## config.mk

```make
export PLATFORM = sky130hd
export DESIGN_NAME = cnn_3_3_sched
export DESIGN_NICKNAME = d
export VERILOG_FILES = /design/src/rtl/cnn_3_3_sched.sv
export SDC_FILE = /design/constraint.sdc
export NUM_CORES = 1
export LEC_CHECK = 0
export ABC_AREA = 1
export BUFFER_PORTS_ARGS = -buffer_cell sky130_fd_sc_hd__buf_2
export CORE_MARGIN = 5
export CORE_UTILIZATION = 50
export DETAILED_ROUTE_END_ITERATION = 7
export PLACE_DENSITY = 0.77
export SLEW_MARGIN = 10
export SYNTH_ARGS = -nofsm -noshare
export SYNTH_HDL_FRONTEND = slang
export SYNTH_SLANG_ARGS = --single-unit
```

## constraint.sdc

```tcl
create_clock -name CLK -period 4.6 [get_ports CLK]
set_input_delay 0.23 -clock CLK [delete_from_list [all_inputs] [get_ports CLK]]
set_output_delay 0.23 -clock CLK [all_outputs]
set_load 0.01 [all_outputs]
```

## src/rtl/cnn_3_3_sched.sv

```systemverilog
// Job scheduler for a 3x3 convolution datapath: issues windows under FIFO credit, tracks results by tag, buffers them FWFT.
// Optional feature macro: CNN_SCHED_PERF_EN adds the perf_stall cycle counter port.
module cnn_3_3_sched #(
    parameter int DATA_WIDTH  = 8,
    parameter int KERNEL_SIZE = 9,
    parameter int PIPE_LAT    = 9,
    parameter int FIFO_DEPTH  = 16,
    parameter int CNT_WIDTH   = 16
) (
    input  logic                              CLK,
    input  logic                              RST,
    input  logic                              start,
    input  logic [CNT_WIDTH-1:0]              win_count,
    input  logic [31:0]                       cfg_bias,
    input  logic [31:0]                       cfg_scale,
    input  logic [7:0]                        cfg_shift,
    output logic                              busy,
    output logic                              done,
    input  logic                              win_valid,
    output logic                              win_ready,
    input  logic [DATA_WIDTH*KERNEL_SIZE-1:0] win_feature,
    input  logic [DATA_WIDTH*KERNEL_SIZE-1:0] win_weight,
    output logic [DATA_WIDTH*KERNEL_SIZE-1:0] dp_feature,
    output logic [DATA_WIDTH*KERNEL_SIZE-1:0] dp_weight,
    output logic [31:0]                       dp_bias,
    output logic [31:0]                       dp_scale,
    output logic [7:0]                        dp_shift,
    input  logic [DATA_WIDTH-1:0]             dp_result,
    output logic                              res_valid,
    input  logic                              res_ready,
    output logic [DATA_WIDTH-1:0]             res_data,
`ifdef CNN_SCHED_PERF_EN
    output logic [31:0]                       perf_stall,
`endif
    output logic                              res_last
);

    localparam int KW  = DATA_WIDTH * KERNEL_SIZE;
    localparam int AW  = (FIFO_DEPTH > 1) ? $clog2(FIFO_DEPTH) : 1;
    localparam int FCW = AW + 1;
    localparam int IFW = $clog2(PIPE_LAT + 2);

    localparam logic [1:0] S_IDLE  = 2'd0;
    localparam logic [1:0] S_RUN   = 2'd1;
    localparam logic [1:0] S_DRAIN = 2'd2;
    localparam logic [1:0] S_DONE  = 2'd3;

    logic [1:0]           state_q, state_d;
    logic [CNT_WIDTH-1:0] cnt_q, issued_q, pushed_q;
    logic [31:0]          bias_q, scale_q;
    logic [7:0]           shift_q;
    logic [KW-1:0]        feat_q, wght_q;
    logic [PIPE_LAT:0]    tag_q;
    logic [IFW-1:0]       inflight_q;
    logic [FCW-1:0]       fcnt_q;
    logic [AW-1:0]        rd_ptr_q, wr_ptr_q;
    logic [DATA_WIDTH-1:0] mem_data_q [FIFO_DEPTH];
    logic                 mem_last_q [FIFO_DEPTH];

    logic job_start, issue, capture, pop, credit_ok, last_issue, push_last;

    assign job_start  = (state_q == S_IDLE) && start;
    assign issue      = win_valid && win_ready;
    assign capture    = tag_q[PIPE_LAT];
    assign pop        = res_valid && res_ready;
    // Credits cover results still in the datapath, so a capture always finds room.
    assign credit_ok  = (32'(inflight_q) + 32'(fcnt_q)) < 32'(FIFO_DEPTH);
    assign win_ready  = (state_q == S_RUN) && (issued_q < cnt_q) && credit_ok;
    assign last_issue = issue && (issued_q == cnt_q - CNT_WIDTH'(1));
    assign push_last  = (pushed_q == cnt_q - CNT_WIDTH'(1));

    assign busy       = (state_q == S_RUN) || (state_q == S_DRAIN);
    assign done       = (state_q == S_DONE);
    assign res_valid  = (fcnt_q != '0);
    assign res_data   = res_valid ? mem_data_q[rd_ptr_q] : '0;
    assign res_last   = res_valid && mem_last_q[rd_ptr_q];

    assign dp_feature = feat_q;
    assign dp_weight  = wght_q;
    assign dp_bias    = bias_q;
    assign dp_scale   = scale_q;
    assign dp_shift   = shift_q;

    always_comb begin
        state_d = state_q;
        case (state_q)
            S_IDLE:  if (start) state_d = (win_count != '0) ? S_RUN : S_DONE;
            S_RUN:   if (last_issue) state_d = S_DRAIN;
            S_DRAIN: if (pop && res_last) state_d = S_DONE;
            S_DONE:  state_d = S_IDLE;
            default: state_d = S_IDLE;
        endcase
    end

    always_ff @(posedge CLK) begin
        if (RST) begin
            state_q    <= S_IDLE;
            cnt_q      <= '0;
            issued_q   <= '0;
            pushed_q   <= '0;
            bias_q     <= '0;
            scale_q    <= '0;
            shift_q    <= '0;
            feat_q     <= '0;
            wght_q     <= '0;
            tag_q      <= '0;
            inflight_q <= '0;
            fcnt_q     <= '0;
            rd_ptr_q   <= '0;
            wr_ptr_q   <= '0;
        end else begin
            state_q <= state_d;
            if (job_start) begin
                cnt_q    <= win_count;
                bias_q   <= cfg_bias;
                scale_q  <= cfg_scale;
                shift_q  <= cfg_shift;
                issued_q <= '0;
                pushed_q <= '0;
            end else begin
                if (issue)   issued_q <= issued_q + CNT_WIDTH'(1);
                if (capture) pushed_q <= pushed_q + CNT_WIDTH'(1);
            end

            if (issue) begin
                feat_q <= win_feature;
                wght_q <= win_weight;
            end

            tag_q <= {tag_q[PIPE_LAT-1:0], issue};
            case ({issue, capture})
                2'b10:   inflight_q <= inflight_q + IFW'(1);
                2'b01:   inflight_q <= inflight_q - IFW'(1);
                default: ;
            endcase

            if (capture) wr_ptr_q <= wr_ptr_q + AW'(1);
            if (pop)     rd_ptr_q <= rd_ptr_q + AW'(1);
            case ({capture, pop})
                2'b10:   fcnt_q <= fcnt_q + FCW'(1);
                2'b01:   fcnt_q <= fcnt_q - FCW'(1);
                default: ;
            endcase
        end
    end

    // Storage needs no reset: occupancy gates every visible output.
    always_ff @(posedge CLK) begin
        if (capture) begin
            mem_data_q[wr_ptr_q] <= dp_result;
            mem_last_q[wr_ptr_q] <= push_last;
        end
    end

`ifdef CNN_SCHED_PERF_EN
    logic [31:0] perf_q;

    always_ff @(posedge CLK) begin
        if (RST || job_start) begin
            perf_q <= '0;
        end else if ((state_q == S_RUN) && win_valid && !win_ready && (perf_q != '1)) begin
            perf_q <= perf_q + 32'd1;
        end
    end

    assign perf_stall = perf_q;
`endif

endmodule

```

# --- Yosys cells after proc, flatten, opt, wreduce, memory -nomap -nowiden ---
# Memories as Yosys holds them, arrays and structs flattened. A register that Yosys moved wholly into a read port is not among the register bits.
# Index checks and enable logic that the tools add are counted.
classes:
  n_reduce_logical: 16
  order_cmp: 2
  add_sub_neg: 10
  n_mux: 14
  eq_ne: 12
ops:
  columns: ["cell", "count"]
  rows:
  - ["16-bit by 1-bit adder with 16-bit output (second input constant)", 2]
  - ["16-bit == test", 2]
  - ["16-bit less-than comparator", 1]
  - ["4-bit 2-to-1 mux", 4]
  - ["16-bit nonzero test", 1]
  - ["16-bit by 1-bit subtractor with 16-bit output (second input constant)", 1]
  - ["4-bit by 1-bit adder with 4-bit output (second input constant)", 3]
  - ["5-bit case mux with 2 select lines", 1]
  - ["2-bit == test (second input constant)", 4]
  - ["1-bit logical AND", 8]
  - ["2-bit 2-to-1 mux", 4]
  - ["8-bit 2-to-1 mux", 1]
  - ["2-bit case mux with 4 select lines", 1]
  - ["4-bit case mux with 2 select lines", 1]
  - ["4-bit by 5-bit adder with 6-bit output", 1]
  - ["2-bit by 1-bit == test with 1-bit output (second input constant)", 3]
  - ["6-bit by 5-bit less-than comparator with 1-bit output (second input constant)", 1]
  - ["5-bit by 1-bit adder with 5-bit output (second input constant)", 1]
  - ["5-bit nonzero test", 1]
  - ["5-bit by 1-bit subtractor with 5-bit output (second input constant)", 1]
  - ["2-bit inequality test (second input constant)", 2]
  - ["2-bit nonzero test", 2]
  - ["4-bit by 1-bit subtractor with 4-bit output (second input constant)", 1]
  - ["3-bit AND reduction", 1]
  - ["other kinds (5)", 6]
word_totals:
  ramBits: 144
  in_bits: 245
  wordCells: 70
  reg_bits: 293
  mem_count: 2
  out_inout_bits: 229
memory_table:
  columns: ["name", "depth", "word_bits", "rd", "rd_clocked_by_memory_dff", "write_ports", "line", "source"]
  rows:
  - ["mem_data_q", 16, 8, 1, 1, 1, "57", "logic [DATA_WIDTH-1:0] mem_data_q [FIFO_DEPTH];"]
  - ["mem_last_q", 16, 1, 1, 1, 1, "58", "logic mem_last_q [FIFO_DEPTH];"]

# --- Longest topological paths before layout ---
depth:
  word_depth: 7
  depth_mapped: 21
  ltp_nobuf: 20

# --- Least setup slack after synthesis ---
# Ideal clock, no wire load.
synth_path:
  path_kind: "reg-to-reg"
  start: "reg cnt_q[7]"
  end: "reg inflight_q[3]"
  stages_incl_launch_ff: 21
  slack_ps: 1624
  setup_ps: 71
  path_buffers: 1
  t_required_ps: 4529
  period_less_slack_ps: 2976
  arrival_ps: 2905
  cell_sequence: "dfxtp_1 -> inv_1 -> ha_1 -> nand2_1 -> inv_1 -> nor2_1 -> o21a_1 -> nand2_1 -> nand2_1 -> nand3_1 -> nor3_4 -> inv_2 -> clkbuf_1 -> ha_1 -> ha_1 -> nand2_1 -> nor2_1 -> a211oi_1 -> xor2_1 -> nand2_1 -> a21oi_1"
synth_between:
  elab_chain_len: 6
  elab_cells_between_ends: 8
  cone_classes: "1 x order compare; 2 x eq/ne; 1 x mux; 4 x reduce/logical"
synth_lines:
  columns: ["item", "line", "source"]
  rows:
  - ["start, declared", "49", "logic [CNT_WIDTH-1:0] cnt_q, issued_q, pushed_q;"]
  - ["start signal, assigned", "114", "cnt_q <= win_count;"]
  - ["16-bit less-than comparator (*)", "68", "assign win_ready = (state_q == S_RUN) && (issued_q < cnt_q) && credit_ok;"]
  - ["1-bit logical AND (*) (2 in a row)", "68", null]
  - ["1-bit logical AND (*)", "63", "assign issue = win_valid && win_ready;"]
  - ["2-bit by 1-bit == test with 1-bit output or 2-bit == test (tied branches)", "131", "case ({issue, capture})"]
  - ["4-bit case mux with 2 select lines or 2-bit nonzero test (tied branches)", null, null]
  - ["end signal, assigned", "132", "2'b10: inflight_q <= inflight_q + IFW'(1);"]
  - ["end signal, assigned", "133", "2'b01: inflight_q <= inflight_q - IFW'(1);"]
  - ["end, declared", "54", "logic [IFW-1:0] inflight_q;"]
# Mark *: on every way between the ends. The rest lies on a longest branch, timed or not.
# A chain may end at the register's enable or synchronous reset.

# --- Worst setup path after layout ---
layout_path:
  start: "reg cnt_q[7]"
  end: "reg wght_q[50] (netlist: dp_weight[50])"
layout_between:
  elab_chain_len: 4
layout_lines:
  columns: ["item", "line", "source"]
  rows:
  - ["16-bit less-than comparator", "68", null]
  - ["1-bit logical AND (2 in a row)", "68", null]
  - ["1-bit logical AND", "63", null]
  - ["end signal, assigned", "127", "wght_q <= win_weight;"]
  - ["end, declared", "52", "logic [KW-1:0] feat_q, wght_q;"]
# No other way between the ends.

==> results.py <==
metrics = {
    "run_status": {
        "status": "finished clean",
    },
    "min_path": {
        "worstHoldPathCells": 3,
        "worst_hold_path.endpoint": "dp_weight[14]$_SDFFE_PP0P_",
        "hp-class": "input pin to flip-flop",
        "holdCritStartpoint": "win_weight[14]",
    },
    "clocking": {
        "cts_resized": 0,
        "cts-htree-levels": 2,
        "post_cts_buffers": 0,
        "ctsRootBufferMaster": "clkbuf_16",
        "clk_latency_ns": 0.58,
        "clock_sinks": 441,
        "cts.clk_slew.worst_paths_ns": 0.06,
        "cts_tree": "yes",
        "cts_buffers": 46,
        "holdBufCountCts": 217,
        "cts_buffer_depth": 3,
    },
    "route": {
        "first_iter_violations": 1747,
        "post-route-drc-count": 0,
        "drt_first_pass_iters": 7,
        "drt_wl_total_um": 68900,
        "drtAntennaViolNets": 0,
        "vias": 18100,
        "avgViaCountPerCell": 5.57,
        "routedWlPerCell_um": 21.2,
    },
    "sta": {
        "setup_tns_ns": 0,
        "hold_violations": 0,
        "skew_ns": 0.0178,
        "period_needed_ns": 3.51,
        "rsz0062_at_grt": "no",
        "finalSetupViolations": 0,
        "timing.final.ws_setup_ns": 1.09,
        "fin_crit_sh": 0.762,
        "tightest_slew_ns": 1.20,
        "relSlewSlack": 0.199,
        "fmax_mhz": 285,
        "slew_viol_final": 0,
    },
    "critical_path": {
        "reg2reg_from": "cnt_q[7]$_SDFFE_PP0P_",
        "r2r.worst_path.cells": 14,
        "critical_path.max_stage_delay_ns": 0.69,
        "critical_path_class": "flip-flop to flip-flop",
        "cp.arrival_ns": 4.01,
        "rrSetupSlack_ns": 1.09,
        "crit_fanout": 83,
        "crit_slowest_cell": "buf_4",
        "path_delay_family": "buffers and inverters",
        "cp-start-kind": "flip-flop",
        "required_ns": 5.10,
        "crit_chain": "inv_1 > ha_1 > nand2_1 > inv_1 > nor2_1 > o21a_1 > nand2_1 > nand2_1 > nand3_1 > nor3_4 > buf_4 > buf_4 > o21ai_0 > nor2_1",
        "crit_buf_inv": 4,
        "endpoint_kind": "flip-flop",
        "crit_top_cell": "nand2_1",
        "r2r-end": "dp_weight[50]$_SDFFE_PP0P_",
    },
    "power": {
        "p_int_mw": 8.18,
        "p_comb_frac": 0.334,
        "switching_share": 0.373,
        "power.density_nw_per_um2": 537,
        "leakagePower_nw": 10.6,
        "ir_drop_mv": 0.556,
        "clock_power_share": 0.285,
        "seq_power_share": 0.382,
        "finalPower_mw": 13.0,
        "switchingPower_mw": 4.86,
    },
    "yosys": {
        "syn_avg_cell_area_um2": 8.64,
        "synth_top_cells_by_count": "nor2_1 (607), o21ai_0 (320), dfxtp_1 (297)",
        "yosysMostFrequentCell": "nor2_1",
        "synth_top_area_frac": 0.330,
        "ys_ff_latch": 441,
        "synth_area_leaders": "dfxtp_1 (33%), edfxtp_1 (24%), nor2_1 (13%)",
        "syn-num-nets": 2371,
        "netlist_area_um2": 18000,
        "ys_seq_area_frac": 0.570,
        "synth_cell_type_count": 43,
        "synth_edf_count": 144,
        "ys.flop_type": "dfxtp_1",
        "synth_top_area_cell": "dfxtp_1",
        "synthArstFlopShare": 0,
        "synth_cells": 2085,
        "synth_warnings": 0,
    },
    "die": {
        "num_rows": 69,
        "start_util": 0.506,
        "die_h_um": 200,
        "dieArea_um2": 39900,
        "core-area_um2": 35600,
        "dieWidth_um": 200,
        "ios": 474,
    },
    "placed_design": {
        "io_buffers": 473,
        "gp_congestion": 0.944,
        "dp_hpwl_um": 44700,
        "place_ws_ns": 1.10,
    },
    "global_route": {
        "grt_pass1_wl_um": 101000,
        "track_usage": 0.328,
        "grt_pass1_vias": 17900,
        "overflow": 0,
        "grt_antenna_before_repair": 21,
        "grt_max_degree": 167,
    },
    "flow_run": {
        "maxCapViolCount": 0,
    },
    "finish": {
        "final_nets": 3013,
        "drive_above_1_share": 0.208,
        "area_growth_pct": 34.8,
        "post-route-util": 0.683,
    },
}
==> per-stage QoR <==
| stage | area [µm²] | instances | hold slack, ns |
|---|---|---|---|
| 3_3_place_gp | 20600 | 2923 | 0.391 |
| 3_5_place_dp | 20600 | 2923 | 0.393 |
| 5_1_grt | 24300 | 3238 | 0.00602 |
| 2_1_floorplan | 18000 | 2085 | 0.329 |
| 4_1_cts | 24200 | 3222 | 0.00147 |
| 6_report | 24300 | 3246 | 0.0248 |
==> cells in the final DEF, fill, tap and decap left out, drive strengths merged, types with 6 or more instances in the layout <==
cell,count
xnor2,6
ha,39
nand3,73
inv,107
o22ai,13
clkinv,14
dlygate4sd3,217
diode,24
nor2,612
xor2,18
o221ai,22
dfxtp,297
clkbuf,62
nor4,9
nand2,155
a21oi,83
nand4,8
o21ai,344
nor3,22
edfxtp,144
buf,488
==> layout make-up <==
| type | count | area, µm² |
|---|---|---|
| fillers | 2670 | 11300 |
| flip-flops and latches | 441 | 10300 |
| multi-input cells | 1425 | 6820 |
| repair buffers | 705 | 4650 |
| clock buffers | 62 | 1290 |
| well taps | 461 | 577 |
| inverters | 108 | 413 |
| clock inverters | 20 | 199 |
| diodes | 24 | 60.1 |
==> power by group through the flow <==
stage | combinational (mW) | clock (mW) | sequential (mW)
floorplan | 2.35 | 0 | 5.16
global placement | 3.96 | 0 | 4.98
detailed placement | 4.05 | 0 | 4.99
CTS | 4.23 | 3.73 | 4.93
global route | 4.77 | 3.92 | 5.02
finish | 4.35 | 3.71 | 4.98
==> cell families (layout without fill, tap and decap cells) <==
family / count (synthesis) / in the layout / synth area share
DFF: 441 / 441 / 0.570
adders and majority gates: 41 / 41 / 0.0293
AOI/OAI and AO/OA: 475 / 475 / 0.139
xor gates and xnor gates: 25 / 25 / 0.0129
and+or+nand+nor: 884 / 884 / 0.196
buffers and inverters: 219 / 895 / 0.0517
other: 0 / 24 / 0
==> worst max path at each step <==
stage	from	end	cells after the start
finish	cnt_q[7]$_SDFFE_PP0P_	dp_weight[50]$_SDFFE_PP0P_	14
floorplan	cnt_q[7]$_SDFFE_PP0P_	inflight_q[3]$_SDFFE_PP0P_	20
CTS	flip-flop	res_data[2]	8
global placement	cnt_q[2]$_SDFFE_PP0P_	inflight_q[3]$_SDFFE_PP0P_	20
detailed placement	cnt_q[7]$_SDFFE_PP0P_	inflight_q[3]$_SDFFE_PP0P_	17
global route	cnt_q[11]$_SDFFE_PP0P_	dp_weight[50]$_SDFFE_PP0P_	11
==> sequential cells by signal, indices dropped and copies added (netlist names), 5 cells and up, named ones only <==
| signal | count |
|---|---|
| dp_shift | 8 |
| mem_data_q | 128 |
| dp_scale | 32 |
| cnt_q | 16 |
| mem_last_q | 16 |
| issued_q | 16 |
| pushed_q | 16 |
| fcnt_q | 5 |
| dp_bias | 32 |
| tag_q | 10 |
| dp_weight | 72 |
| dp_feature | 72 |
==> per-layer routing <==
metal | up-vias | wire, µm | global-route usage
met5 | - | 13 | 0
met4 | 2 | 4510 | 0.179
met3 | 322 | 7190 | 0.108
met2 | 1058 | 32100 | 0.531
met1 | 8400 | 25000 | 0.388
li1 | 8283 | - | -
==> tightest hold or removal path, cell delays in order <==
cell and delay [ns]:
buf_2 0.17, nor2_1 0.08, nor2_1 0.09
(Power assumes the default switching activity.)
